===== src/rtl/tmma_sequencer.sv =====
// tmma_sequencer: buffers issued tmma ops and streams each one as per-row operand reads
// with an optional accumulator clear, a pipeline drain wait and a completion pulse.
`ifndef TINST_TYPE_WIDTH
`define TINST_TYPE_WIDTH 4
`endif
`ifndef TLOAD_DATAW_WIDTH
`define TLOAD_DATAW_WIDTH 2
`endif
`ifndef ADDR_WIDTH
`define ADDR_WIDTH 32
`endif
`ifndef TMMA_PRECISION_WIDTH
`define TMMA_PRECISION_WIDTH 3
`endif

module tmma_sequencer #(
    parameter int FIFO_DEPTH   = 2,
    parameter int TILE_ROWS    = 8,
    parameter int ROW_STRIDE   = 64,
    parameter int DRAIN_CYCLES = 4,
    parameter int TMMA_TYPE    = 3
) (
    input  logic                             clk,
    input  logic                             rst_n,
    input  logic                             issue_tmma_valid_i,
    output logic                             issue_tmma_ready_o,
    input  logic [`TINST_TYPE_WIDTH-1:0]     issue_tmma_type_i,
    input  logic [`TLOAD_DATAW_WIDTH-1:0]    issue_tmma_data_width_i,
    input  logic [`ADDR_WIDTH-1:0]           issue_tmma_addr0_i,
    input  logic [`ADDR_WIDTH-1:0]           issue_tmma_addr1_i,
    input  logic [`TMMA_PRECISION_WIDTH-1:0] issue_tmma_precision_i,
    input  logic                             issue_tmma_acc_i,
    output logic                             arr_acc_clr_o,
    output logic                             arr_rd_vld_o,
    input  logic                             arr_rd_rdy_i,
    output logic [`ADDR_WIDTH-1:0]           arr_rd_addr0_o,
    output logic [`ADDR_WIDTH-1:0]           arr_rd_addr1_o,
    output logic                             arr_rd_last_o,
    output logic [`TMMA_PRECISION_WIDTH-1:0] arr_prec_o,
    output logic [`TLOAD_DATAW_WIDTH-1:0]    arr_dw_o,
    output logic                             tmma_done_o,
    output logic                             tmma_err_o,
    output logic                             tmma_busy_o
);
    localparam int TW   = `TINST_TYPE_WIDTH;
    localparam int DWW  = `TLOAD_DATAW_WIDTH;
    localparam int AW   = `ADDR_WIDTH;
    localparam int PRW  = `TMMA_PRECISION_WIDTH;
    localparam int PTRW = $clog2(FIFO_DEPTH);
    localparam int ROWW = TILE_ROWS > 1 ? $clog2(TILE_ROWS) : 1;
    localparam int DRW  = DRAIN_CYCLES > 1 ? $clog2(DRAIN_CYCLES) : 1;
    localparam int OPW  = TW + DWW + 2 * AW + PRW + 1;

    typedef enum logic [2:0] {IDLE, CLEAR, STREAM, DRAIN, DONE} state_t;

    state_t          state, state_nx;
    logic [OPW-1:0]  mem [FIFO_DEPTH];
    logic [PTRW-1:0] wr_ptr, rd_ptr;
    logic [PTRW:0]   count;
    logic [ROWW-1:0] row;
    logic [DRW-1:0]  drain_cnt;
    logic            act_err;
    logic [TW-1:0]   head_type;
    logic [DWW-1:0]  head_dw;
    logic [AW-1:0]   head_a0, head_a1;
    logic [PRW-1:0]  head_prec;
    logic            head_acc;
    logic            push, pop, accept, last;

    assign {head_type, head_dw, head_a0, head_a1, head_prec, head_acc} = mem[rd_ptr];
    assign issue_tmma_ready_o = count != (PTRW + 1)'(FIFO_DEPTH);
    assign push   = issue_tmma_valid_i & issue_tmma_ready_o;
    assign pop    = state == IDLE && count != '0;
    assign accept = arr_rd_vld_o & arr_rd_rdy_i;
    assign last   = row == ROWW'(TILE_ROWS - 1);

    assign arr_acc_clr_o = state == CLEAR;
    assign arr_rd_vld_o  = state == STREAM;
    assign arr_rd_last_o = arr_rd_vld_o & last;
    assign tmma_done_o   = state == DONE;
    assign tmma_err_o    = tmma_done_o & act_err;
    assign tmma_busy_o   = state != IDLE || count != '0;

    always_comb begin
        state_nx = state;
        unique case (state)
            IDLE:   if (pop) state_nx = head_type != TW'(TMMA_TYPE) ? DONE : !head_acc ? CLEAR : STREAM;
            CLEAR:  state_nx = STREAM;
            STREAM: if (accept && last) state_nx = DRAIN_CYCLES == 0 ? DONE : DRAIN;
            DRAIN:  if (drain_cnt == DRW'(DRAIN_CYCLES - 1)) state_nx = DONE;
            DONE:   state_nx = IDLE;
            default: state_nx = IDLE;
        endcase
    end

    always_ff @(posedge clk) begin
        if (push) mem[wr_ptr] <= {issue_tmma_type_i, issue_tmma_data_width_i, issue_tmma_addr0_i,
                                  issue_tmma_addr1_i, issue_tmma_precision_i, issue_tmma_acc_i};
    end

    // Row addresses advance by a running add rather than base + row*stride.
    always_ff @(posedge clk or negedge rst_n) begin
        if (!rst_n) begin
            state          <= IDLE;
            wr_ptr         <= '0;
            rd_ptr         <= '0;
            count          <= '0;
            row            <= '0;
            drain_cnt      <= '0;
            act_err        <= 1'b0;
            arr_prec_o     <= '0;
            arr_dw_o       <= '0;
            arr_rd_addr0_o <= '0;
            arr_rd_addr1_o <= '0;
        end else begin
            state     <= state_nx;
            wr_ptr    <= wr_ptr + PTRW'(push);
            rd_ptr    <= rd_ptr + PTRW'(pop);
            count     <= count + (PTRW + 1)'(push) - (PTRW + 1)'(pop);
            drain_cnt <= state == DRAIN ? drain_cnt + DRW'(1) : '0;
            if (pop) begin
                act_err        <= head_type != TW'(TMMA_TYPE);
                arr_prec_o     <= head_prec;
                arr_dw_o       <= head_dw;
                arr_rd_addr0_o <= head_a0;
                arr_rd_addr1_o <= head_a1;
                row            <= '0;
            end else if (accept) begin
                arr_rd_addr0_o <= arr_rd_addr0_o + AW'(ROW_STRIDE);
                arr_rd_addr1_o <= arr_rd_addr1_o + AW'(ROW_STRIDE);
                row            <= row + ROWW'(1);
            end
        end
    end
endmodule


===== config.mk =====
export PLATFORM = sky130hd
export DESIGN_NAME = tmma_sequencer
export DESIGN_NICKNAME = d
export VERILOG_FILES = /design/src/rtl/tmma_sequencer.sv
export SDC_FILE = /design/constraint.sdc
export NUM_CORES = 1
export LEC_CHECK = 0
export CORE_MARGIN = 3
export CORE_UTILIZATION = 57
export DETAILED_ROUTE_END_ITERATION = 10
export PLACE_DENSITY = 0.85
export SLEW_MARGIN = 10
export SYNTH_ARGS = -nofsm -noshare
export SYNTH_HDL_FRONTEND = slang
export SYNTH_SLANG_ARGS = --single-unit

===== constraint.sdc =====
create_clock -name clk -period 5.85 [get_ports clk]
set_input_delay 0.8775 -clock clk [delete_from_list [all_inputs] [get_ports clk]]
set_output_delay 0.8775 -clock clk [all_outputs]
set_load 0.02 [all_outputs]

After elaboration in Yosys (flattened, before gate mapping)
Memory sizes are Yosys's and may differ from the RTL's.
Index checks and enable logic that the tools add are counted.
{ "classes": {"add_sub_neg": 8, "n_eq_ne": 11, "mux": 15, "n_bitwise": 4, "reduce_logical": 8} }
{ "ops": {"columns": ["op", "count"], "rows": [
  ["$mux 32", 4],
  ["$add 32x7->32 const B", 2],
  ["$mux 3", 6],
  ["$pmux 3 s4", 1],
  ["$eq 3x2->1 const B", 2],
  ["$eq 3x3->1 const B", 2],
  ["$ne 2x2->1 const B", 3],
  ["$and 1x1->1", 4],
  ["$mux 2", 2],
  ["$ne 4x2->1 const B", 1],
  ["$reduce_bool 2->1", 2],
  ["$add 3x1->3 const B", 1],
  ["$eq 3x1->1 const B", 1],
  ["$logic_not 3->1", 1],
  ["$reduce_and 3->1", 1],
  ["$reduce_bool 3->1", 1],
  ["$add 1x1->1", 2],
  ["$add 2x1->2", 1],
  ["$add 2x1->2 const B", 1],
  ["$eq 2x2->1 const B", 1],
  ["$logic_and 1x1->1", 2],
  ["$mux 1", 2],
  ["$ne 2x1->1 const B", 1],
  ["$sub 2x1->2", 1],
  ["$logic_or 1x1->1", 1]
]} }
{ "totals": {"reg_bits": 82, "mem_bits_rw": 148, "inputBits": 78, "output_inout_bits": 76, "wordCells": 58, "n_memories": 1} }
{ "memory_table": {"columns": ["name", "words", "width", "read_ports", "rd_ports_with_merged_regs", "write_ports", "line", "rtl"], "rows": [
  ["mem", 2, 74, 1, 0, 1, "57", "logic [OPW-1:0] mem [FIFO_DEPTH];"]
]} }

Depth between registers and ports, before layout
{ "logic_depth": {"ltp_word": 5, "ltp_mapped": 10, "mapped_depth_nobuf": 8} }

Worst setup path after synthesis
Ideal clock, no wire load.
{ "synth_timing": {"path_kind": "input -> register", "startpoint": "input issue_tmma_valid_i", "endpoint": "memory mem[1][0] in the netlist's numbering (enable)", "setup_ns": 0.441, "arrival_time_ns": 2.789, "setup_slack_ns": 2.620, "path_stages": 3, "path_buffers": 0, "cell_sequence": "nand2_1 inv_1 ha_1"} }
{ "synth_via": {"elab_chain_len": 3} }
{ "synth_lines": {"columns": ["item", "line", "rtl"], "rows": [
  ["from (decl)", "25", "input logic issue_tmma_valid_i,"],
  ["$and 1x1->1", "72", "assign push = issue_tmma_valid_i & issue_tmma_ready_o;"],
  ["$mux 1", "97", "if (push) mem[wr_ptr] <= {issue_tmma_type_i, issue_tmma_data_width_i, issue_tmma_addr0_i,"],
  ["$mux 1 (not written as such)", "97", null],
  ["to (decl)", "57", null]
]} }
No other way between the ends.

Final worst setup path
{ "layout_timing": {"startpoint": "input arr_rd_rdy_i", "endpoint": "register arr_rd_addr0_o[16]"} }
{ "layout_via": {"elab_chain_len": 2} }
{ "layout_lines": {"columns": ["item", "line", "rtl"], "rows": [
  ["from (decl)", "35", "input logic arr_rd_rdy_i,"],
  ["$and 1x1->1", "74", "assign accept = arr_rd_vld_o & arr_rd_rdy_i;"],
  ["$reduce_bool 2->1 (no source line)", null, null],
  ["to (signal assigned)", "129", "arr_rd_addr0_o <= arr_rd_addr0_o + AW'(ROW_STRIDE);"],
  ["to (decl)", "36", "output logic [`ADDR_WIDTH-1:0] arr_rd_addr0_o,"]
]} }
No other way between the ends.
A chain may end at the register's enable or synchronous reset.

==> flow_summary_export.csv <==
group,metric,value,unit
pwr,leakage,4.29,nW
hold_path,hold_class,"in2async",
worst_setup_path,crit_type,"in2reg",
worst_setup_path,setup.worst_path.end_class,"flop",
cts,post-cts-setup-buffers,0,
synthesis,synth.distinct_cells,55,
finish,mostFrequentLayoutCells,"clkdlybuf4s50_1, edfxtp_1, dfrtp_1, nand2_1, a21oi_1",
worst_setup_path,rr_endpoint,"arr_rd_addr0_o[16]$_DFFE_PN0P_",
place,placed_cell_area,11100,um^2
worst_setup_path,worst-r2r-setup-slack,2870,ps
sta,finalSetupViolCount,0,
floorplan,die_y,134,um
floorplan,fp-row-count,46,
cts,tritoncts,"done",
worst_setup_path,path_cells,"clkdlybuf4s50_1 > nand4bb_1 > buf_4 > nor4_1 > a211oi_1 > a311oi_1",
place,gp_congestion,0.924,
finish,drive_gt1_share,7.74,%
synthesis,syn-num-nets,763,
worst_setup_path,reg2reg_depth,5,
route,wl_per_cell,19.9,um
synthesis,synthMuxAreaShare,5.33,%
cts,cts_max_path_buffers,3,
global_route,met1_usage,30.0,%
synthesis,synth_top_cell_area_share,47.6,%
synthesis,synthAdderAreaFrac,1.21,%
global_route,top_usage_layer,"met2",
synthesis,yosysTopAreaCell,"edfxtp_1",
finish,fill_cells,1031,
finish,areaGrowthSynthToFinish,26.8,%
synthesis,synthArstFlopShare,35.7,%
global_route,grt_first_pass_wirelength,33.3,mm
finish,nets,911,
finish,design_area,11800,um^2
worst_setup_path,path_max_fanout,14,
flow_run,max_cap_viol_count,0,
synthesis,synth-seq-cells,230,
sta,tns,0,ps
floorplan,die-area,18000,um^2
synthesis,synth_cells,676,
route,vias,6244,
cts,clock_latency,510,ps
sta,setup_slack,2620,ps
sta,min_period,3230,ps
cts,cts_resized,0,
worst_setup_path,arrival,3620,ps
pwr,cellPowerDensity,550,nW/um^2
synthesis,seq_area_frac_synth,69.5,%
route,drt_iter0_drc,394,
worst_setup_path,path_delay_family,"simple AND/OR/NAND/NOR gates",
floorplan,die_x,134,um
floorplan,start_util,58.6,%
finish,layout_commonest_cell,"clkdlybuf4s50_1",
global_route,grt.met2_usage,38.0,%
worst_setup_path,critPathSlowestCell,"nor4_1",
cts,hold_buffers,0,
global_route,gr-total-overflow,0,
sta,tightest_slew,1110,ps
synthesis,postSynthAreaPerCell,13.8,um^2
synthesis,synth-warning-count,0,
global_route,use_met3,6.68,%
global_route,grt_util_all_layers,23.3,%
finish,stdcell_count,1056,
cts,htree_num_levels,1,
floorplan,io_pins,154,
sta,slew_headroom,26.0,%
synthesis,synth_edf_count,148,
global_route,grt_max_degree,75,
worst_setup_path,cp.required,6250,ps
synthesis,syn_area,9340,um^2
synthesis,synth_area_leaders,"edfxtp_1, dfrtp_1, mux2i_1, a211oi_1, nand2_1",
worst_setup_path,path_buf_inv,2,
synthesis,synth_xor_xnor_area_share,2.81,%
route,antenna_left,0,
route,drc_errors,0,
route,first_pass_iters,4,
sta,hold_viol,0,
floorplan,coreArea,15900,um^2
place,dp_cells,1015,
cts,cts_made_buffers,23,
finish,seq_area,6500,um^2
sta,final.setup_skew,15.0,ps
place,port_buffers,153,
synthesis,synth_simple_gate_area_share,10.5,%
cts,cts_root_buffer,"clkbuf_16",
global_route,grt_pass1_vias,6316,
sta,drv_slew,0,
finish,insertedDiodeCount,0,
finish,multi_input_area,2710,um^2
route,routed_wirelength,21.1,mm
synthesis,ys.flop_type,"edfxtp_1",
synthesis,synth_top_family_by_area,"simple AND/OR/NAND/NOR gates",
sta,rsz0062_at_grt,"no",
sta,max_clock_freq,0.310,GHz
synthesis,synth_compound_area_share,8.73,%
pwr,peakVddDrop,0.360,mV
place,dp_hpwl,13.6,mm
route,viasPerCell,5.91,
worst_setup_path,start_kind,"input pin",
worst_setup_path,slowest_delay,740,ps
run_status,status,"completed",
global_route,antenna_found_initial,1,
sta,holdWs,325,ps
place,pre_cts_ws,2250,ps
cts,clkSinkCount,230,
sta,finalCritPeriodShare,55.2,%
cts,path_clk_slew,60,ps
worst_setup_path,rr_startpoint,"state[2]$_DFFE_PN0P_",
==> registers in the layout (all words and copies together), names as in the netlist <==
signal	cells
drain_cnt	2
arr_rd_addr0_o	32
arr_dw_o	2
count	2
state	3
arr_rd_addr1_o	32
act_err	1
arr_prec_o	3
row	3
mem	148
wr_ptr	1
rd_ptr	1
==> per-layer routing <==
| metal | routed length, um | up-vias |
|---|---|---|
| met3 | 1630 | 55 |
| met1 | 8510 | 3110 |
| met4 | 724 | 2 |
| li1 | - | 2855 |
| met5 | 13 | - |
| met2 | 10200 | 222 |
==> power by group <==
part           switching, mW  leakage [nW]  internal [mW]
clock                  0.597         0.381          0.912
combinational           1.26          1.57          0.972
sequential             0.465          2.34           2.31
==> cell usage after synthesis, types with 2 or more instances <==
cell	count
a211oi_1	31
a21oi_1	35
a311oi_1	4
a31oi_1	3
and2_1	4
and3_1	7
buf_1	9
buf_2	2
clkbuf_1	22
dfrtp_1	82
edfxtp_1	148
ha_1	9
inv_1	9
mux2_2	14
mux2i_1	34
nand2_1	57
nand3_1	21
nand4_1	16
nor2_1	17
nor2b_1	25
nor3_1	12
nor3b_1	5
nor4_1	10
nor4_2	2
o211ai_1	4
o21ai_0	33
o22ai_1	3
o31a_1	2
o32a_1	2
xnor2_1	12
xor2_1	18
==> kinds of logic (layout without fill, tap and decap cells) <==
kind of cell,after synthesis,count (layout)
DFF,230,230
and+or+nand+nor,186,186
AOI/OAI and AO/OA,129,129
adders and majority gates,9,9
buffers and inverters,44,208
muxes,48,48
xor gates and xnor gates,30,30
==> worst max path at each step <==
stage | startpoint | depth (start not counted) | end | slack, ps
floorplan | issue_tmma_valid_i | 3 | mem[1][0]$_DFFE_PP_ | 2620
global placement | arr_rd_rdy_i | 7 | arr_rd_addr0_o[20]$_DFFE_PN0P_ | 2350
detailed placement | arr_rd_rdy_i | 7 | arr_rd_addr0_o[20]$_DFFE_PN0P_ | 2250
CTS | state[1]$_DFFE_PN0P_ | 4 | arr_rd_last_o | 2660
global route | arr_rd_rdy_i | 7 | arr_rd_addr0_o[20]$_DFFE_PN0P_ | 2510
finish | arr_rd_rdy_i | 6 | arr_rd_addr0_o[16]$_DFFE_PN0P_ | 2620
==> cell type report <==
type	count	share of cell area [%]
clock buffers	28	5.10
clock inverters	13	1.43
inverters	10	0.317
multi-input cells	402	22.9
flip-flops and latches	230	54.9
well taps	216	2.28
repair buffers	157	13.2
==> metrics by stage <==
| stage | power, mW | util [%] |
|---|---|---|
| floorplan | 4.03 | - |
| global route | 6.86 | 74.3 |
| CTS | 6.55 | 74.3 |
| finish | 6.52 | 74.3 |
| global placement | 4.91 | 69.5 |
| detailed placement | 5.02 | 69.5 |
Power figures use the tool's default switching activity.
